**src/rtl/xnor3_parity_sched.sv**
```systemverilog
// ---------------------------------------------------------------------------
// xnor3_parity_sched
//
// Round-robin scheduler sharing a single XNOR3 parity fold engine among NREQ
// requesters. The granted requester's WIDTH-bit word is captured into a shift
// register and folded two bits per cycle through one 3-input XNOR stage fed
// by a running accumulator. The word's XNOR reduction (~^word) is returned
// with a one-cycle DONE pulse and the serviced requester index.
//
// Optional feature:
//   XNOR3_PARITY_SCHED_STALL_EN - adds input HOLD; while HOLD=1 in FOLD the
//   shift register, accumulator and fold counter freeze.
//
// Ports:
//   CLK      in   rising-edge clock
//   RST      in   asynchronous active-high reset
//   HOLD     in   fold stall (only with XNOR3_PARITY_SCHED_STALL_EN)
//   REQ      in   [NREQ]        per-requester level request
//   DATA     in   [NREQ*WIDTH]  requester i word at DATA[i*WIDTH +: WIDTH]
//   GNT      out  [NREQ]        one-hot grant, held for the service interval
//   BUSY     out  high while not IDLE
//   DONE     out  one-cycle completion pulse
//   DONE_ID  out  [IDW]         serviced requester index, valid with DONE
//   ZN       out  XNOR reduction of the captured word, valid with DONE
//
// States:
//   ST_IDLE | waiting for a request, arbitrates round-robin from ptr
//   ST_FOLD | folding two bits per cycle through the XNOR3 stage
//   ST_DONE | DONE pulse cycle; releases grant and advances ptr
// ---------------------------------------------------------------------------
module xnor3_parity_sched #(
  parameter int NREQ  = 4,
  parameter int WIDTH = 16,
  localparam int IDW  = (NREQ > 1) ? $clog2(NREQ) : 1
) (
  input  logic                    CLK,
  input  logic                    RST,
`ifdef XNOR3_PARITY_SCHED_STALL_EN
  input  logic                    HOLD,
`endif
  input  logic [NREQ-1:0]         REQ,
  input  logic [NREQ*WIDTH-1:0]   DATA,
  output logic [NREQ-1:0]         GNT,
  output logic                    BUSY,
  output logic                    DONE,
  output logic [IDW-1:0]          DONE_ID,
  output logic                    ZN
);

  localparam int HALF = WIDTH / 2;
  localparam int CW   = $clog2(HALF + 1);

  typedef enum logic [1:0] {
    ST_IDLE = 2'd0,
    ST_FOLD = 2'd1,
    ST_DONE = 2'd2
  } state_t;

  state_t             state_q,   state_d;
  logic [NREQ-1:0]    gnt_q,     gnt_d;
  logic               busy_q,    busy_d;
  logic               done_q,    done_d;
  logic [IDW-1:0]     done_id_q, done_id_d;
  logic               zn_q,      zn_d;
  logic [IDW-1:0]     ptr_q,     ptr_d;
  logic [IDW-1:0]     win_q,     win_d;
  logic [WIDTH-1:0]   sr_q,      sr_d;
  logic               acc_q,     acc_d;
  logic [CW-1:0]      cnt_q,     cnt_d;

  // -------------------------------------------------------------------------
  // Round-robin arbiter: first set REQ bit at or above ptr, wrapping.
  // -------------------------------------------------------------------------
  logic               arb_found;
  logic [IDW-1:0]     arb_win;

  always_comb begin
    int idx;
    idx       = 0;
    arb_found = 1'b0;
    arb_win   = '0;
    for (int i = 0; i < NREQ; i++) begin
      idx = int'(ptr_q) + i;
      if (idx >= NREQ) begin
        idx = idx - NREQ;
      end
      if (!arb_found && REQ[idx]) begin
        arb_found = 1'b1;
        arb_win   = IDW'(idx);
      end
    end
  end

  // -------------------------------------------------------------------------
  // XNOR3 fold stage. Its output is ~(acc ^ b1 ^ b0); the accumulator keeps
  // the running XOR, so it loads the inverted stage output. On the final
  // fold edge the stage output itself is the word's XNOR reduction.
  // -------------------------------------------------------------------------
  logic xnor3_zn;
  logic acc_fold;

  assign xnor3_zn = ~(acc_q ^ sr_q[1] ^ sr_q[0]);
  assign acc_fold = ~xnor3_zn;

  logic fold_adv;
`ifdef XNOR3_PARITY_SCHED_STALL_EN
  assign fold_adv = ~HOLD;
`else
  assign fold_adv = 1'b1;
`endif

  logic last_fold;
  assign last_fold = (cnt_q == CW'(HALF - 1));

  // -------------------------------------------------------------------------
  // Next-state / output logic
  // -------------------------------------------------------------------------
  always_comb begin
    state_d   = state_q;
    gnt_d     = gnt_q;
    busy_d    = busy_q;
    done_d    = done_q;
    done_id_d = done_id_q;
    zn_d      = zn_q;
    ptr_d     = ptr_q;
    win_d     = win_q;
    sr_d      = sr_q;
    acc_d     = acc_q;
    cnt_d     = cnt_q;

    case (state_q)
      ST_IDLE: begin
        if (arb_found) begin
          state_d = ST_FOLD;
          gnt_d   = NREQ'(1) << arb_win;
          busy_d  = 1'b1;
          win_d   = arb_win;
          // DATA is sampled only here; later changes do not affect the result.
          sr_d    = DATA[arb_win*WIDTH +: WIDTH];
          acc_d   = 1'b0;
          cnt_d   = '0;
        end
      end

      ST_FOLD: begin
        if (fold_adv) begin
          sr_d  = sr_q >> 2;
          acc_d = acc_fold;
          cnt_d = cnt_q + CW'(1);
          if (last_fold) begin
            zn_d      = xnor3_zn;
            done_d    = 1'b1;
            done_id_d = win_q;
            state_d   = ST_DONE;
          end
        end
      end

      ST_DONE: begin
        done_d  = 1'b0;
        gnt_d   = '0;
        busy_d  = 1'b0;
        // The just-served requester becomes lowest priority.
        ptr_d   = (win_q == IDW'(NREQ - 1)) ? '0 : (win_q + IDW'(1));
        state_d = ST_IDLE;
      end

      default: begin
        state_d = ST_IDLE;
        gnt_d   = '0;
        busy_d  = 1'b0;
        done_d  = 1'b0;
      end
    endcase
  end

  // -------------------------------------------------------------------------
  // State and output registers
  // -------------------------------------------------------------------------
  always_ff @(posedge CLK or posedge RST) begin
    if (RST) begin
      state_q   <= ST_IDLE;
      gnt_q     <= '0;
      busy_q    <= 1'b0;
      done_q    <= 1'b0;
      done_id_q <= '0;
      zn_q      <= 1'b0;
      ptr_q     <= '0;
      win_q     <= '0;
      sr_q      <= '0;
      acc_q     <= 1'b0;
      cnt_q     <= '0;
    end else begin
      state_q   <= state_d;
      gnt_q     <= gnt_d;
      busy_q    <= busy_d;
      done_q    <= done_d;
      done_id_q <= done_id_d;
      zn_q      <= zn_d;
      ptr_q     <= ptr_d;
      win_q     <= win_d;
      sr_q      <= sr_d;
      acc_q     <= acc_d;
      cnt_q     <= cnt_d;
    end
  end

  assign GNT     = gnt_q;
  assign BUSY    = busy_q;
  assign DONE    = done_q;
  assign DONE_ID = done_id_q;
  assign ZN      = zn_q;

endmodule

```
**config.mk**
```make
export PLATFORM = sky130hd
export DESIGN_NAME = xnor3_parity_sched
export DESIGN_NICKNAME = d
export VERILOG_FILES = /design/src/rtl/xnor3_parity_sched.sv
export SDC_FILE = /design/constraint.sdc
export NUM_CORES = 1
export LEC_CHECK = 0
export BUFFER_PORTS_ARGS = -buffer_cell sky130_fd_sc_hd__clkbuf_2
export CORE_MARGIN = 1
export CORE_UTILIZATION = 49
export DETAILED_ROUTE_END_ITERATION = 12
export PLACE_DENSITY = 0.76
export REMOVE_ABC_BUFFERS = 1
export SETUP_SLACK_MARGIN = 0.02
export SLEW_MARGIN = 25
export SYNTH_ARGS = -nofsm -noshare
export SYNTH_HDL_FRONTEND = slang
export SYNTH_SLANG_ARGS = --single-unit
```
**constraint.sdc**
```tcl
create_clock -name CLK -period 2.4 [get_ports CLK]
set_input_delay 0.12 -clock CLK [delete_from_list [all_inputs] [get_ports CLK]]
set_output_delay 0.12 -clock CLK [all_outputs]
set_load 0.02 [all_outputs]
```
# After elaboration in Yosys (flattened, before gate mapping)
# Index checks and enable logic that the tools add are counted.
dict set report word_totals {
  wordCells 95
  regBits 36
  output_inout_bits 9
}
dict set report op_classes {
  n_mux 40
  shift 2
  addsub 9
  reduce_logical 14
  bitwise 5
  n_eq_ne 6
  magnitude_cmp 8
}
# op n
set ops {}
lappend ops {{32-bit by 4-bit less-than comparator with 1-bit output (second input constant)} 4}
lappend ops {{32-bit 2-to-1 mux} 4}
lappend ops {{64-bit by 7-bit indexed part select with 16-bit output} 1}
lappend ops {{16-bit one-hot mux with 2 select lines} 1}
lappend ops {{16-bit 2-to-1 mux} 1}
lappend ops {{4-bit one-hot mux with 2 select lines} 2}
lappend ops {{1-bit 2-to-1 mux} 15}
lappend ops {{2-bit 2-to-1 mux} 7}
lappend ops {{2-bit AND reduction} 6}
lappend ops {{3-bit by 3-bit subtractor with 4-bit output (second input constant)} 3}
lappend ops {{3-bit >= comparator (second input constant)} 3}
lappend ops {{1-bit binary-select mux with 2-bit select} 4}
lappend ops {{4-bit 2-to-1 mux} 2}
lappend ops {{2-bit by 2-bit adder with 3-bit output (second input constant)} 2}
lappend ops {{1-bit one-hot mux with 2 select lines} 3}
lappend ops {{4-bit by 1-bit adder with 4-bit output (second input constant)} 1}
lappend ops {{2-bit equality test (second input constant)} 2}
lappend ops {{4-bit by 3-bit equality test with 1-bit output (second input constant)} 1}
lappend ops {{2-bit inequality test (second input constant)} 2}
lappend ops {{2-bit one-hot mux with 2 select lines} 1}
lappend ops {{1-bit by 2-bit left shift with 4-bit output (first input constant)} 1}
lappend ops {{2-bit by 3-bit subtractor with 4-bit output (second input constant)} 1}
lappend ops {{2-bit by 1-bit adder with 3-bit output (second input constant)} 1}
lappend ops {{2-bit by 3-bit >= comparator with 1-bit output (second input constant)} 1}
lappend ops {{other kinds (8)} 15}

# Depth between registers and ports, before layout
# Gate-level depths: netlist (run 1).
dict set report depth {
  ltp_word 18
  mapped_depth 6
  mapped_depth_nobuf 5
}

# Least setup slack after synthesis (run 1)
# Ideal clock, no wire load.
dict set report synth_timing {
  kind {reg2reg}
  from {register ptr_q[1]}
  to {register sr_q[14]}
  path_stages_with_launch 6
  path_slack_ps 711
  n_path_buf 0
  setup_ps 124
  required_time_ps 2276
  arrival_ps 1565
  cell_sequence {dfrtp_1 > or3b_2 > o221ai_4 > mux2i_1 > nor3_1 > a211o_1}
}
dict set report synth_via {
  elab_chain_len 18
  elab_cells_between_ends 46
}
# item line
set synth_rtl {}
lappend synth_rtl {{start, declared} 65} ;# logic [IDW-1:0] ptr_q, ptr_d;
lappend synth_rtl {{start signal, assigned} 200} ;# ptr_q <= ptr_d;
lappend synth_rtl {{branches (longest 18 deep; another with 3-bit by 3-bit subtractor with 4-bit output)} -}
lappend synth_rtl {{end signal, assigned} 202} ;# sr_q <= sr_d;
lappend synth_rtl {{end, declared} 67} ;# logic [WIDTH-1:0] sr_q, sr_d;
# Parallel ways; which one is timed is not known. The select of a mux whose other input is x is not followed.
# A chain may end at the register's enable or synchronous reset.

# Worst setup path in the final report (run 1)
dict set report layout_timing {
  from {register ptr_q[0]}
  to {register sr_q[6]}
}
# Same word-level chain as after synthesis.

==> results.cfg, run 1 <==
[die]
core_sq_um = 4090
die_y_microns = 67.9
num_rows = 23
start_util = 0.521
die_area_sq_um = 4610
io_pins = 79
die_x_microns = 67.9

[sta]
report.final.slew_viol_count = 0
setup_tns_ns = 0
setup_viol = 0
min_period_ns = 1.93
tightest_slew_ns = 0.684
finClkSkew_ns = 0.00256
hold_viol = 0
rsz0062_at_grt = false
slew_headroom = 0.544
period_share = 0.804
max_freq_mhz = 518
finalWorstSetupSlack_ns = 0.471

[setup_path]
path_class = register to register
worstPathRequired_ns = 2.57
slowest_delay_ns = 0.56
end_kind = register
worstPathCellList = nor2b_1, a211oi_4, nor2_4, mux2i_1, o211ai_1
worst_path_max_delay_cell = nor2_4
crit_path_start_kind = register
crit_path_max_fanout = 19
critPathArrivalTime_ns = 2.10

[drt]
drc = 0
dr_total_vias = 1998
wl_microns = 5180
drtPass1Iterations = 4
wl_per_cell_microns = 15.2
final_antenna_net_count = 0
avgViaCountPerCell = 5.86
drt_iter0_markers = 150

[layout]
drive_gt1_frac = 0.351
nFillCells = 360
area_growth_pct = 25.3
final_nets = 362
utilization = 0.652
register_area_sq_um = 901
multiInputGateArea_sq_um = 1130
n_antenna_cell = 0

[logic_synthesis]
yosys-mux-area-fraction = 0.105
netlist_instances = 210
synth_fa_ha_area_frac = 0.0118
synth.avg_cell_area_sq_um = 10.1
yosysWarnings = 0
synth_top_family_by_area = compound AO/OA/AOI/OAI gates
synth-xor-area-share = 0.0123
synth_cell_types = 37
synthArstFlopShare = 1.00
ys.flop_type = dfrtp_1
ys_ff_latch = 36
yosysSeqAreaShare = 0.423
synth_area_sq_um = 2130
synth_compound_area_frac = 0.282
synth-simple-area-share = 0.122
synth_edf_count = 0

[place]
gp_congestion = 0.788
place_ws_ns = 0.471
hpwl_microns = 3780
portBuffers = 78

[pwr]
peakVddDrop_mv = 0.693
leakage_nw = 1.29
power.density_nw_per_um2 = 1060

[global_routing]
grt_use_total = 0.245
grt_overflow_total = 0
antenna_found_initial = 0
grt_max_degree = 37
grt_pass1_wl_microns = 8370
grt_pass1_vias = 1902

[run]
maxCapViolCount = 0

[status]
status = finished, final reports clean

[clock_tree]
cts_tree = done
clk_pin_slew_ns = 0.08
cts_root_buffer = clkbuf_8
cts.sinks = 36
clk_latency_ns = 0.29
cts_made_buffers = 5
htree_levels = 2
cts_buffer_depth = 2

[min_path]
hold_path.class = input pin to register
[layer usage]
metal	global-route usage	vias up	routed length, microns
met4	0.0729	0	46
met3	0.0600	7	319
met2	0.412	76	2480
li1	-	965	-
met1	0.310	950	2330
met5	0	-	0
[power breakdown]
part           internal [mW]  switching, mW  total [mW]
Sequential             0.865          0.177        1.04
Clock                  0.205          0.237       0.442
Combinational          0.573          0.769        1.34
[state kept, by name, summed over array words and instances, names as in the netlist, 2 cells and up]
signal   count
DONE_ID      2
ptr_q        2
cnt_q        4
sr_q        16
state_q      2
GNT          4
win_q        2
[Yosys cell counts, types with 2 or more instances]
library cell | count | share of area
mux2i_1 | 19 | 0.089
inv_1 | 3 | 0.0053
mux2_2 | 3 | 0.016
o21ai_0 | 19 | 0.045
dfrtp_1 | 36 | 0.42
buf_2 | 6 | 0.014
a21oi_1 | 2 | 0.0047
nor2_1 | 7 | 0.012
ha_1 | 2 | 0.012
xor2_1 | 3 | 0.012
o21ai_1 | 2 | 0.0047
a22o_1 | 3 | 0.012
buf_6 | 3 | 0.016
nand3_1 | 16 | 0.038
a211o_1 | 16 | 0.066
nor3_1 | 5 | 0.012
nor2b_1 | 3 | 0.0088
o211ai_1 | 14 | 0.049
nand2_1 | 14 | 0.025
clkbuf_1 | 3 | 0.0053
a21o_1 | 3 | 0.011
a22oi_1 | 13 | 0.046
[layout make-up]
type / count / area share
timing repair buffer: 86 / 0.175
clock buffer: 5 / 0.0258
clock inverter: 3 / 0.00892
inverter: 3 / 0.00422
sequential: 36 / 0.338
tap: 50 / 0.0235
multi-input combinational: 158 / 0.425
[cell usage in the layout, fill, tap and decap left out, types with 2 or more instances in the layout]
master	count
xor2_1	3
nand2_1	14
mux2_2	3
o21ai_1	2
clkbuf_2	78
a21oi_1	2
nor2_1	7
ha_1	2
a22oi_1	13
dfrtp_1	36
nor2b_1	3
buf_4	6
o211ai_1	14
o21ai_0	19
a211o_1	16
mux2i_1	19
a22o_1	3
inv_1	3
clkinvlp_4	2
nor3_1	5
a21o_1	3
clkbuf_8	5
nand3_1	16
[worst paths after layout]
| path | start | slack (ns) | end | cells past startpoint |
|---|---|---|---|---|
| max | ptr_q[0] | 0.47 | sr_q[6] | 5 |
| min | DATA[56] | 0.08 | sr_q[8] | 3 |
| max reg2reg | ptr_q[0] | 0.47 | sr_q[6] | 5 |
| min reg2reg | DONE | 0.48 | DONE | 1 |
| max in group asynchronous | RST | 1.61 | sr_q[9] | 4 |
| min in group asynchronous | RST | 0.45 | sr_q[1] | 4 |
[metrics by stage]
stage                     power (mW)  cell area, sq um  instances  hold slack (ns)
after floorplan                 1.97              2050        197            0.277
after global placement          2.36              2560        332            0.234
after detailed placement        2.40              2560        332            0.233
after CTS                       2.85              2670        341           0.0750
after global routing            3.04              2670        341           0.0738
final                           2.83              2670        341           0.0764
[worst max-delay path, delay by kind of cell (launching register included)]
kind / cells / cell delay [ns]
compound gates: 2 / 0.24
flops: 1 / 0.44
mux: 1 / 0.30
simple gates: 2 / 0.82
[cells by family (layout without fill, tap and decap cells)]
kind of cell	after synthesis	count (layout)
AO/OA/AOI/OAI	80	80
AND/OR/NAND/NOR	51	51
flip-flops	36	36
multiplexers	22	22
buffers and inverters	16	97
XOR/XNOR	3	3
adder cells (fa/ha/maj)	2	2
[repair_timing]
item / 4_1_cts / 5_1_grt
hold buffers: 1 / 0
gates resized for setup: 0 / 0
buffers inserted: 0 / 0
hold endpoints to repair: 36 / 0
Power figures use the tool's default switching activity.
==> inputs of run 2 (changes only) <==
Settings changed: CORE_UTILIZATION 49 to 44, PLACE_DENSITY 0.76 to 0.72.
Clock period 2.4 ns to 1.6 ns, I/O delays scaled along.
==> run 2 against run 1 <==
Effect of this change: the flow now finishes with violations (setup timing); setup slack worse by 0.58 ns; register-to-register slack worse by 0.58 ns; clock-buffer cell count up 3; power up 69%; non-clock buffer count up 24; critical path type unchanged; critical endpoint is now sr_q[14].
==> results.cfg, run 2 (same netlist as run 1, synthesis figures left out) <==
[sta]
period_share = 1.07
hold_viol = 0
slew_headroom = 0.579
tightest_slew_ns = 0.629
finClkSkew_ns = 0.00441
setup_viol = 18
min_period_ns = 1.71
finalWorstSetupSlack_ns = -0.111
rsz0062_at_grt = true
report.final.slew_viol_count = 0
setup_tns_ns = -0.942
max_freq_mhz = 585

[run]
maxCapViolCount = 0

[setup_path]
critPathArrivalTime_ns = 1.89
end_kind = register
r2r_end = sr_q[14]
rrSetupSlack_ns = -0.11
path_class = register to register
r2r_start = ptr_q[1]
worstPathRequired_ns = 1.78
crit_path_max_fanout = 7
crit_path_start_kind = register
worstRegToRegCells = 5

[layout]
top_register = sr_q
largest_reg_flops = 16
instances_no_fill = 368
final_cell_mix = clkbuf_2, dfrtp_1, buf_4
final_nets = 387
drive_gt1_frac = 0.440
n_antenna_cell = 0
area_growth_pct = 39.0
final_common_cell = clkbuf_2
utilization = 0.657

[global_routing]
grt_max_degree = 37
grt_overflow_total = 0
grt_pass1_vias = 2054
grt_pass1_wl_microns = 9800
antenna_found_initial = 0
grt_use_total = 0.251

[pwr]
peakVddDrop_mv = 1.02
power.density_nw_per_um2 = 1620
leakage_nw = 1.44

[die]
die_y_microns = 71.6
start_util = 0.472
io_pins = 79
core_sq_um = 4500
num_rows = 24
die_area_sq_um = 5120
die_x_microns = 71.6

[drt]
drtPass1Iterations = 4
drc = 0
wl_microns = 5980
avgViaCountPerCell = 5.82
dr_total_vias = 2141
drt_iter0_markers = 172
wl_per_cell_microns = 16.2
final_antenna_net_count = 0

[place]
gp_congestion = 0.798
place_inst = 356
place_ws_ns = -0.162
portBuffers = 78
hpwl_microns = 4290

[clock_tree]
clk_pin_slew_ns = 0.07
clk_latency_ns = 0.29
cts_made_buffers = 5
cts_buffer_depth = 2
htree_levels = 2
cts.sinks = 36
cts_root_buffer = clkbuf_8
cts_tree = done

[min_path]
hold_path.class = input pin to register
min_delay_worst_endpoint = sr_q[8]
min_path_cells = 3
hp-start = DATA[56]

[status]
status = finished with violations
violations = setup timing
-- run 2: cell types whose count changed in the layout (fill, tap and decap cells not counted), moves of 4 or more --
cell / change
o21ai_0: -10
buf_4: +18
o21ai_1: +6
o21ai_2: +4
buf_6: +5
-- run 2: repair_timing --
item	CTS	global route
buffers inserted	1	1
pin swaps	14	18
resized for setup	21	13
endpoints found under the setup margin	20	23
hold buffers	1	0
gates cloned	1	0
endpoints found under the hold margin	36	0
-- run 2: worst max-delay path by stage --
stage / cells past startpoint / from / endpoint / slack, ns
after floorplan: 5 / ptr_q[1] / sr_q[14] / -0.16
after global placement: 5 / ptr_q[1] / sr_q[11] / -0.11
after detailed placement: 5 / ptr_q[1] / sr_q[7] / -0.16
after CTS: 5 / ptr_q[1] / sr_q[14] / -0.07
after global routing: 5 / ptr_q[1] / sr_q[14] / -0.20
final: 5 / ptr_q[1] / sr_q[14] / -0.11
-- run 2: metrics by stage --
| step | total power, mW | hold WS [ns] | instance area (sq um) |
|---|---|---|---|
| 5_1_grt | 5.09 | 0.0789 | 2960 |
| 2_1_floorplan | 2.96 | 0.237 | 2050 |
| 4_1_cts | 4.69 | 0.0413 | 2910 |
| 3_5_place_dp | 3.88 | 0.201 | 2740 |
| 6_report | 4.78 | 0.0372 | 2960 |
| 3_3_place_gp | 3.81 | 0.195 | 2740 |
-- run 2: area by class of cell --
type                            count  area (sq um)
Sequential cell                    36           903
Timing Repair Buffer              110           677
Tap cell                           52          65.1
Inverter                            3          11.3
Clock buffer                        8          90.1
Fill cell                         375          1550
Multi-Input combinational cell    159          1210
-- run 2: critical path, stage by stage, from the launching register on --
cell and delay, ns:
dfrtp_2 0.45, mux2i_2 0.20, o221ai_4 0.38, mux2i_1 0.24, nor3_1 0.06, a211o_1 0.27
-- run 2: power breakdown --
part / total (mW) / internal, mW / switching, mW
sequential: 1.59 / 1.30 / 0.281
combinational: 2.52 / 1.17 / 1.34
clock: 0.679 / 0.351 / 0.328
total: 4.78 / 2.83 / 1.95
-- run 2: routing by layer --
metal,global-route usage,up-vias,part of all wire
met5,0,-,0
met4,0.0871,0,0.013
met2,0.418,99,0.48
li1,-,1022,-
met1,0.325,1012,0.45
met3,0.0549,8,0.059
